[config.mk]
export PLATFORM = sky130hd
export DESIGN_NAME = fp_mul_pipe
export DESIGN_NICKNAME = d
export VERILOG_FILES = /design/src/rtl/fp_pkg.sv /design/src/rtl/fp_mul_round.sv /design/src/rtl/fp_mul_pipe.sv
export SDC_FILE = /design/constraint.sdc
export NUM_CORES = 2
export LEC_CHECK = 0
export CORE_MARGIN = 1
export CORE_UTILIZATION = 65
export CTS_BUF_LIST = sky130_fd_sc_hd__clkbuf_2
export DETAILED_ROUTE_END_ITERATION = 10
export GPL_ROUTABILITY_DRIVEN = 0
export PLACE_DENSITY = 0.84
export SLEW_MARGIN = 20
export SYNTH_ARGS = -nofsm -noshare
export SYNTH_HDL_FRONTEND = slang
export SYNTH_SLANG_ARGS = --single-unit
[constraint.sdc]
create_clock -name clk -period 8.59 [get_ports clk]
set_clock_uncertainty 0.15 [all_clocks]
set_input_delay 2.1475 -clock clk [delete_from_list [all_inputs] [get_ports clk]]
set_output_delay 2.1475 -clock clk [all_outputs]
set_load 0.005 [all_outputs]
[src/rtl/fp_pkg.sv]
// Shared FP multiplier definitions: operand classes, flag bit positions, bias and classification helpers.
package fp_pkg;

  typedef enum logic [1:0] {
    KIND_NORM = 2'd0,
    KIND_ZERO = 2'd1,
    KIND_INF  = 2'd2,
    KIND_NAN  = 2'd3
  } kind_t;

  localparam int FLAG_W         = 4;
  localparam int FLAG_INVALID   = 3;
  localparam int FLAG_OVERFLOW  = 2;
  localparam int FLAG_UNDERFLOW = 1;
  localparam int FLAG_INEXACT   = 0;

  function automatic int bias_of(input int exp_w);
    return (1 << (exp_w - 1)) - 1;
  endfunction

  // Subnormal encodings (exp==0, frac!=0) deliberately classify as zero.
  function automatic kind_t classify(input logic exp_ones, input logic exp_zero, input logic frac_nz);
    if (exp_ones) return frac_nz ? KIND_NAN : KIND_INF;
    if (exp_zero) return KIND_ZERO;
    return KIND_NORM;
  endfunction

  function automatic kind_t combine_kind(input kind_t ka, input kind_t kb);
    if (ka == KIND_NAN || kb == KIND_NAN) return KIND_NAN;
    if ((ka == KIND_INF && kb == KIND_ZERO) || (ka == KIND_ZERO && kb == KIND_INF)) return KIND_NAN;
    if (ka == KIND_INF || kb == KIND_INF) return KIND_INF;
    if (ka == KIND_ZERO || kb == KIND_ZERO) return KIND_ZERO;
    return KIND_NORM;
  endfunction

endpackage

[src/rtl/fp_mul_round.sv]
// Combinational back end of the multiplier: normalise, round-to-nearest-even, overflow/FTZ, specials, pack.
module fp_mul_round
  import fp_pkg::*;
#(
  parameter int EXP_W = 8,
  parameter int MAN_W = 23
) (
  input  logic                     sign,
  input  logic signed [EXP_W+1:0]  exp,
  input  kind_t                    kind,
  input  logic [2*MAN_W+1:0]       prod,
  output logic [EXP_W+MAN_W:0]     result,
  output logic [FLAG_W-1:0]        flags
);

  localparam int PROD_W  = 2 * MAN_W + 2;
  localparam int EW2     = EXP_W + 2;
  localparam int EXP_MAX = (1 << EXP_W) - 1;
  localparam logic [EXP_W+MAN_W:0] QNAN =
    {1'b0, {EXP_W{1'b1}}, 1'b1, {(MAN_W-1){1'b0}}};
  localparam logic [EXP_W+MAN_W-1:0] INF_MAG = {{EXP_W{1'b1}}, {MAN_W{1'b0}}};

  logic                   msb;
  logic [PROD_W-1:0]      norm;
  logic signed [EW2-1:0]  exp_n;
  logic [MAN_W-1:0]       frac;
  logic                   guard_bit;
  logic                   round_bit;
  logic                   sticky_bit;
  logic                   rnd_up;
  logic [MAN_W+1:0]       sig_r;
  logic                   carry;
  logic [MAN_W-1:0]       frac_r;
  logic signed [EW2-1:0]  exp_r;
  logic                   ovf;
  logic                   unf;
  logic                   inexact;

  // Product of two [1,2) significands lies in [1,4); left-align the leading one.
  assign msb        = prod[PROD_W-1];
  assign norm       = msb ? prod : (prod << 1);
  assign exp_n      = exp + EW2'(msb);
  assign frac       = norm[PROD_W-2 -: MAN_W];
  assign guard_bit  = norm[MAN_W];
  assign round_bit  = norm[MAN_W-1];
  assign sticky_bit = |norm[MAN_W-2:0];
  assign rnd_up     = guard_bit & (round_bit | sticky_bit | frac[0]);
  assign sig_r      = {1'b0, 1'b1, frac} + (MAN_W+2)'(rnd_up);
  assign carry      = sig_r[MAN_W+1];
  assign frac_r     = carry ? sig_r[MAN_W:1] : sig_r[MAN_W-1:0];
  assign exp_r      = exp_n + EW2'(carry);
  assign ovf        = !exp_r[EW2-1] && ($unsigned(exp_r) >= EW2'(EXP_MAX));
  assign unf        = exp_r[EW2-1] || (exp_r == '0);
  assign inexact    = guard_bit | round_bit | sticky_bit;

  always_comb begin
    result = '0;
    flags  = '0;
    case (kind)
      KIND_NAN: begin
        result              = QNAN;
        flags[FLAG_INVALID] = 1'b1;
      end
      KIND_INF:  result = {sign, INF_MAG};
      KIND_ZERO: result = {sign, {(EXP_W+MAN_W){1'b0}}};
      default: begin
        if (ovf) begin
          result               = {sign, INF_MAG};
          flags[FLAG_OVERFLOW] = 1'b1;
          flags[FLAG_INEXACT]  = 1'b1;
        end else if (unf) begin
          result                = {sign, {(EXP_W+MAN_W){1'b0}}};
          flags[FLAG_UNDERFLOW] = 1'b1;
          flags[FLAG_INEXACT]   = 1'b1;
        end else begin
          result              = {sign, exp_r[EXP_W-1:0], frac_r};
          flags[FLAG_INEXACT] = inexact;
        end
      end
    endcase
  end

endmodule

[src/rtl/fp_mul_pipe.sv]
// Three-stage pipelined IEEE-754 multiplier (unpack / significand product / round+pack), 3-cycle latency,
// one op per cycle; a stalled output (out_valid && !out_ready) freezes every stage and drops in_ready.
module fp_mul_pipe
  import fp_pkg::*;
#(
  parameter int EXP_W = 8,
  parameter int MAN_W = 23
) (
  input  logic                 clk,
  input  logic                 reset,
  input  logic                 in_valid,
  output logic                 in_ready,
  input  logic [EXP_W+MAN_W:0] a,
  input  logic [EXP_W+MAN_W:0] b,
  output logic                 out_valid,
  input  logic                 out_ready,
  output logic [EXP_W+MAN_W:0] result,
  output logic [FLAG_W-1:0]    flags
);

  localparam int SIG_W  = MAN_W + 1;
  localparam int PROD_W = 2 * SIG_W;
  localparam int EW2    = EXP_W + 2;
  localparam int BIAS   = bias_of(EXP_W);

  logic en;
  assign en       = out_ready || !out_valid;
  assign in_ready = en;

  logic [EXP_W-1:0] ea, eb;
  logic [MAN_W-1:0] fa, fb;
  kind_t            ka, kb;

  assign ea = a[MAN_W +: EXP_W];
  assign eb = b[MAN_W +: EXP_W];
  assign fa = a[MAN_W-1:0];
  assign fb = b[MAN_W-1:0];
  assign ka = classify(&ea, ~|ea, |fa);
  assign kb = classify(&eb, ~|eb, |fb);

  logic                  s1_valid, s1_sign;
  logic signed [EW2-1:0] s1_exp;
  kind_t                 s1_kind;
  logic [SIG_W-1:0]      s1_sig_a, s1_sig_b;

  logic                  s2_valid, s2_sign;
  logic signed [EW2-1:0] s2_exp;
  kind_t                 s2_kind;
  logic [PROD_W-1:0]     s2_prod;

  logic [EXP_W+MAN_W:0]  rnd_result;
  logic [FLAG_W-1:0]     rnd_flags;

  always_ff @(posedge clk) begin
    if (reset) begin
      s1_valid  <= 1'b0;
      s2_valid  <= 1'b0;
      out_valid <= 1'b0;
      result    <= '0;
      flags     <= '0;
    end else if (en) begin
      s1_valid  <= in_valid;
      s2_valid  <= s1_valid;
      out_valid <= s2_valid;
      result    <= rnd_result;
      flags     <= rnd_flags;
    end
  end

  // Datapath registers carry no reset; only the valid bits qualify them.
  always_ff @(posedge clk) begin
    if (en) begin
      s1_sign  <= a[EXP_W+MAN_W] ^ b[EXP_W+MAN_W];
      s1_exp   <= $signed({2'b00, ea}) + $signed({2'b00, eb}) - EW2'(BIAS);
      s1_kind  <= combine_kind(ka, kb);
      s1_sig_a <= {1'b1, fa};
      s1_sig_b <= {1'b1, fb};

      s2_sign  <= s1_sign;
      s2_exp   <= s1_exp;
      s2_kind  <= s1_kind;
      s2_prod  <= s1_sig_a * s1_sig_b;
    end
  end

  fp_mul_round #(
    .EXP_W (EXP_W),
    .MAN_W (MAN_W)
  ) u_round (
    .sign   (s2_sign),
    .exp    (s2_exp),
    .kind   (s2_kind),
    .prod   (s2_prod),
    .result (rnd_result),
    .flags  (rnd_flags)
  );

endmodule

==> run metrics <==
status=complete, no violations; endpoint of the worst register-to-register path=s2_prod[47]$_DFFE_PP_; number of synthesized flops with an enable pin=120; Max Slew Vio Count=0; complex-gate fraction of the synthesized area=5.84%; CP Cell Sequence=clkinv_1 -> nor2_1 -> fa_1 -> fa_1 -> inv_1 -> fa_1 -> fa_1 -> inv_1 -> fa_1 -> fa_1 -> inv_1 -> fa_1 -> inv_1 -> ha_1 -> a211o_1 -> a21oi_2 -> a2111oi_2 -> nor3b_1 -> o21a_1 -> o31a_1 -> o21ai_2 -> o41ai_1 -> a21oi_1; Post-Synthesis Cells=2,702; TritonCTS Sinks=159; post-route ant nets=0; synthesis-stage register bit count=159; vias per cell=5.87; PostCTS Resize Cnt=0; worst skew pair latency=0.96 ns; CP peak stage delay=0.91 ns; final setup vio count=0; area of the die=40,100 um2; Tmin final=8.04 ns; Crit. path cell count=23; f_max=0.124 GHz; period utilisation layout=93.6%; largest net degree at the start of global routing=63; post-CTS setup buffer count=0; Crit path top cell by count=fa_1; CTS tree=yes; Max Root-Sink Buffers=2; Crit path arrival time=8.58 ns; Die X=200 um; IO Pins=106; Warnings, synthesis=0; CTS Buf Count=17; Cell variety after synth=73; top_reg_cell synth=edfxtp_1; WS Path Type=reg -> reg; Min-Delay Path Class=reg -> reg; Remaining Overflow, GRT=0; Final Hold Slack=0.306 ns; DRT iter0 DRCs=2,295; Syn Nets=3,444; setup slack, reg-to-reg=0.55 ns; root buf cell=clkbuf_2; combinational family with the most area after synthesis=adder cells; setup TNS=0 ns; P&R area growth vs syn=7.24%; DR pass1 iterations=6; simple-gate portion of the synthesized area=15.9%; total global-route track usage=35.6%; # rows=72; Area after DPL=27,100 um2; Critical Path Sink=s2_prod[47]$_DFFE_PP_; async set-or-reset flop fraction in the synthesized netlist=0%; vias in the first global route=20,600; RSZ-0062 raised after global routing=no; cell area after layout=27,400 um2; layout cells sized above 1=3.80%; critical path startpoint=s1_sig_b[0]$_DFFE_PP_; Max Cap Viol=0; Reg clk slew, reported paths=0.28 ns; area of the core=38,700 um2; mux contribution to synthesized area=0.328%; Nets=3,495; delay-heaviest family, CP=adder cells; n_diodes=0; wire length per cell=20.8 um; Final Non-Filler Cells=3,284; Worst Setup End Kind=flop; CP startpoint kind=flop; slew margin rel.=22.0%; Worst EP required=9.13 ns; Placed Cells=3,252; reg2reg start=s1_sig_b[0]$_DFFE_PP_; Post-Synth XOR/XNOR Area=2.88%; Initial Util=66.0%; DRC=0; Worst path slowest cell=edfxtp_1; Max FO, Critical Path=16; via count=19,300; Seq/Total Area, Yosys=17.2%; worst r2r path cells=23; Synth Cell Area=25,600 um2; Die Ht=200 um; mean post-synth cell area=9.46 um2; dpl hpwl=54.8 mm; worst-margin pin slew=1.17 ns; count of hold-fix buffers inserted at cts=0; H-tree depth=4; initial antenna violation count=3; Post-Synth Adder-Cell Area=47.2%; first-pass GRT wire length=109 mm; # port buffers=105; crit path buf inv count=5; Final Hold Vio Count=0; drt total wl=68.2 mm
## through the flow
| stage | setup slack (ns) | util, % |
|---|---|---|
| final | 0.551 | 70.8 |
| after CTS | 0.625 | 70.8 |
| after global routing | 0.210 | 70.8 |
| after global placement | 0.851 | 70.1 |
| after floorplan | 0.505 | - |
| after detailed placement | 0.668 | 70.1 |
## cells in the mapped netlist, types with 21 or more instances
master	count	area (um2)
inv_1	601	2260
fa_1	484	9690
nand2_1	337	1260
and2_1	243	1520
ha_1	190	2380
edfxtp_1	120	3600
nor2_1	107	402
clkbuf_1	98	368
a21oi_1	71	355
xnor2_1	49	429
dfxtp_1	39	781
o21ai_0	37	185
xor2_1	35	307
nand3_1	28	140
nor4_1	21	131
## per-layer routing
metal / GRT usage (%) / wire length, um / vias up
li1: - / - / 8317
met1: 45.2 / 24800 / 9448
met2: 56.6 / 31300 / 1250
met3: 9.66 / 8400 / 268
met4: 17.6 / 3670 / 4
met5: 0 / 26 / -
## how the worst min path moves through the flow
stage	startpoint	end	slack (ns)	cells past startpoint
floorplan	s1_exp[0]$_DFFE_PP_	s2_exp[0]$_DFFE_PP_	0.25	0
global placement	s1_exp[1]$_DFFE_PP_	s2_exp[1]$_DFFE_PP_	0.25	0
detailed placement	s1_exp[0]$_DFFE_PP_	s2_exp[0]$_DFFE_PP_	0.25	0
CTS	s1_exp[0]$_DFFE_PP_	s2_exp[0]$_DFFE_PP_	0.28	0
global route	s1_exp[0]$_DFFE_PP_	s2_exp[0]$_DFFE_PP_	0.28	0
finish	s1_exp[0]$_DFFE_PP_	s2_exp[0]$_DFFE_PP_	0.31	0
## state kept, by name (all words and copies together), names as in the netlist
name       flops
s2_kind        2
s1_sig_a      23
s1_kind        2
s2_prod       48
flags          4
s1_sign        1
s2_valid       1
s2_exp        10
result        32
s2_sign        1
s1_exp        10
s1_valid       1
out_valid      1
s1_sig_b      23
## placed cells by master, fill, tap and decap left out, types with 4 or more instances in the layout
cell type / count
inv_1: 600
fa_1: 484
nand2_1: 337
and2_1: 243
ha_1: 190
edfxtp_1: 120
nor2_1: 107
clkdlybuf4s50_1: 105
a21oi_1: 71
xnor2_1: 49
buf_4: 45
dfxtp_1: 39
o21ai_0: 37
xor2_1: 35
nand3_1: 28
nand4_1: 20
a21o_1: 20
nor4_1: 19
clkbuf_2: 18
nor2b_1: 16
nor3_1: 14
nand2b_1: 12
and3_1: 9
a211oi_1: 8
o21bai_1: 8
a31oi_1: 7
inv_6: 6
o21a_1: 6
a21oi_2: 6
a22oi_1: 6
nor3b_1: 5
o21ai_1: 5
a21boi_0: 5
mux2i_1: 5
a22o_1: 5
clkinv_1: 4
o211ai_1: 4
o22ai_1: 4
clkinv_8: 4
## cell families (layout without fill, tap and decap cells)
| logic type | after synthesis | count (layout) |
|---|---|---|
| AOI/OAI and AO/OA | 226 | 226 |
| DFF | 159 | 159 |
| xor gates and xnor gates | 84 | 84 |
| adders and majority gates | 674 | 674 |
| muxes | 8 | 8 |
| and+or+nand+nor | 828 | 828 |
| buffers and inverters | 723 | 787 |
## final cells by class
class                           count  area, um2
Multi-Input combinational cell   1820      18500
Sequential cell                   159       4380
Timing Repair Buffer              150       1390
Inverter                          605       2280
Clock inverter                     14        173
Fill cell                        2749      11300
Clock buffer                       18       90.1
Tap cell                          518        648
Power is not shown: default switching activity piles up to over one toggle a cycle in this logic, so the estimate is an artifact.
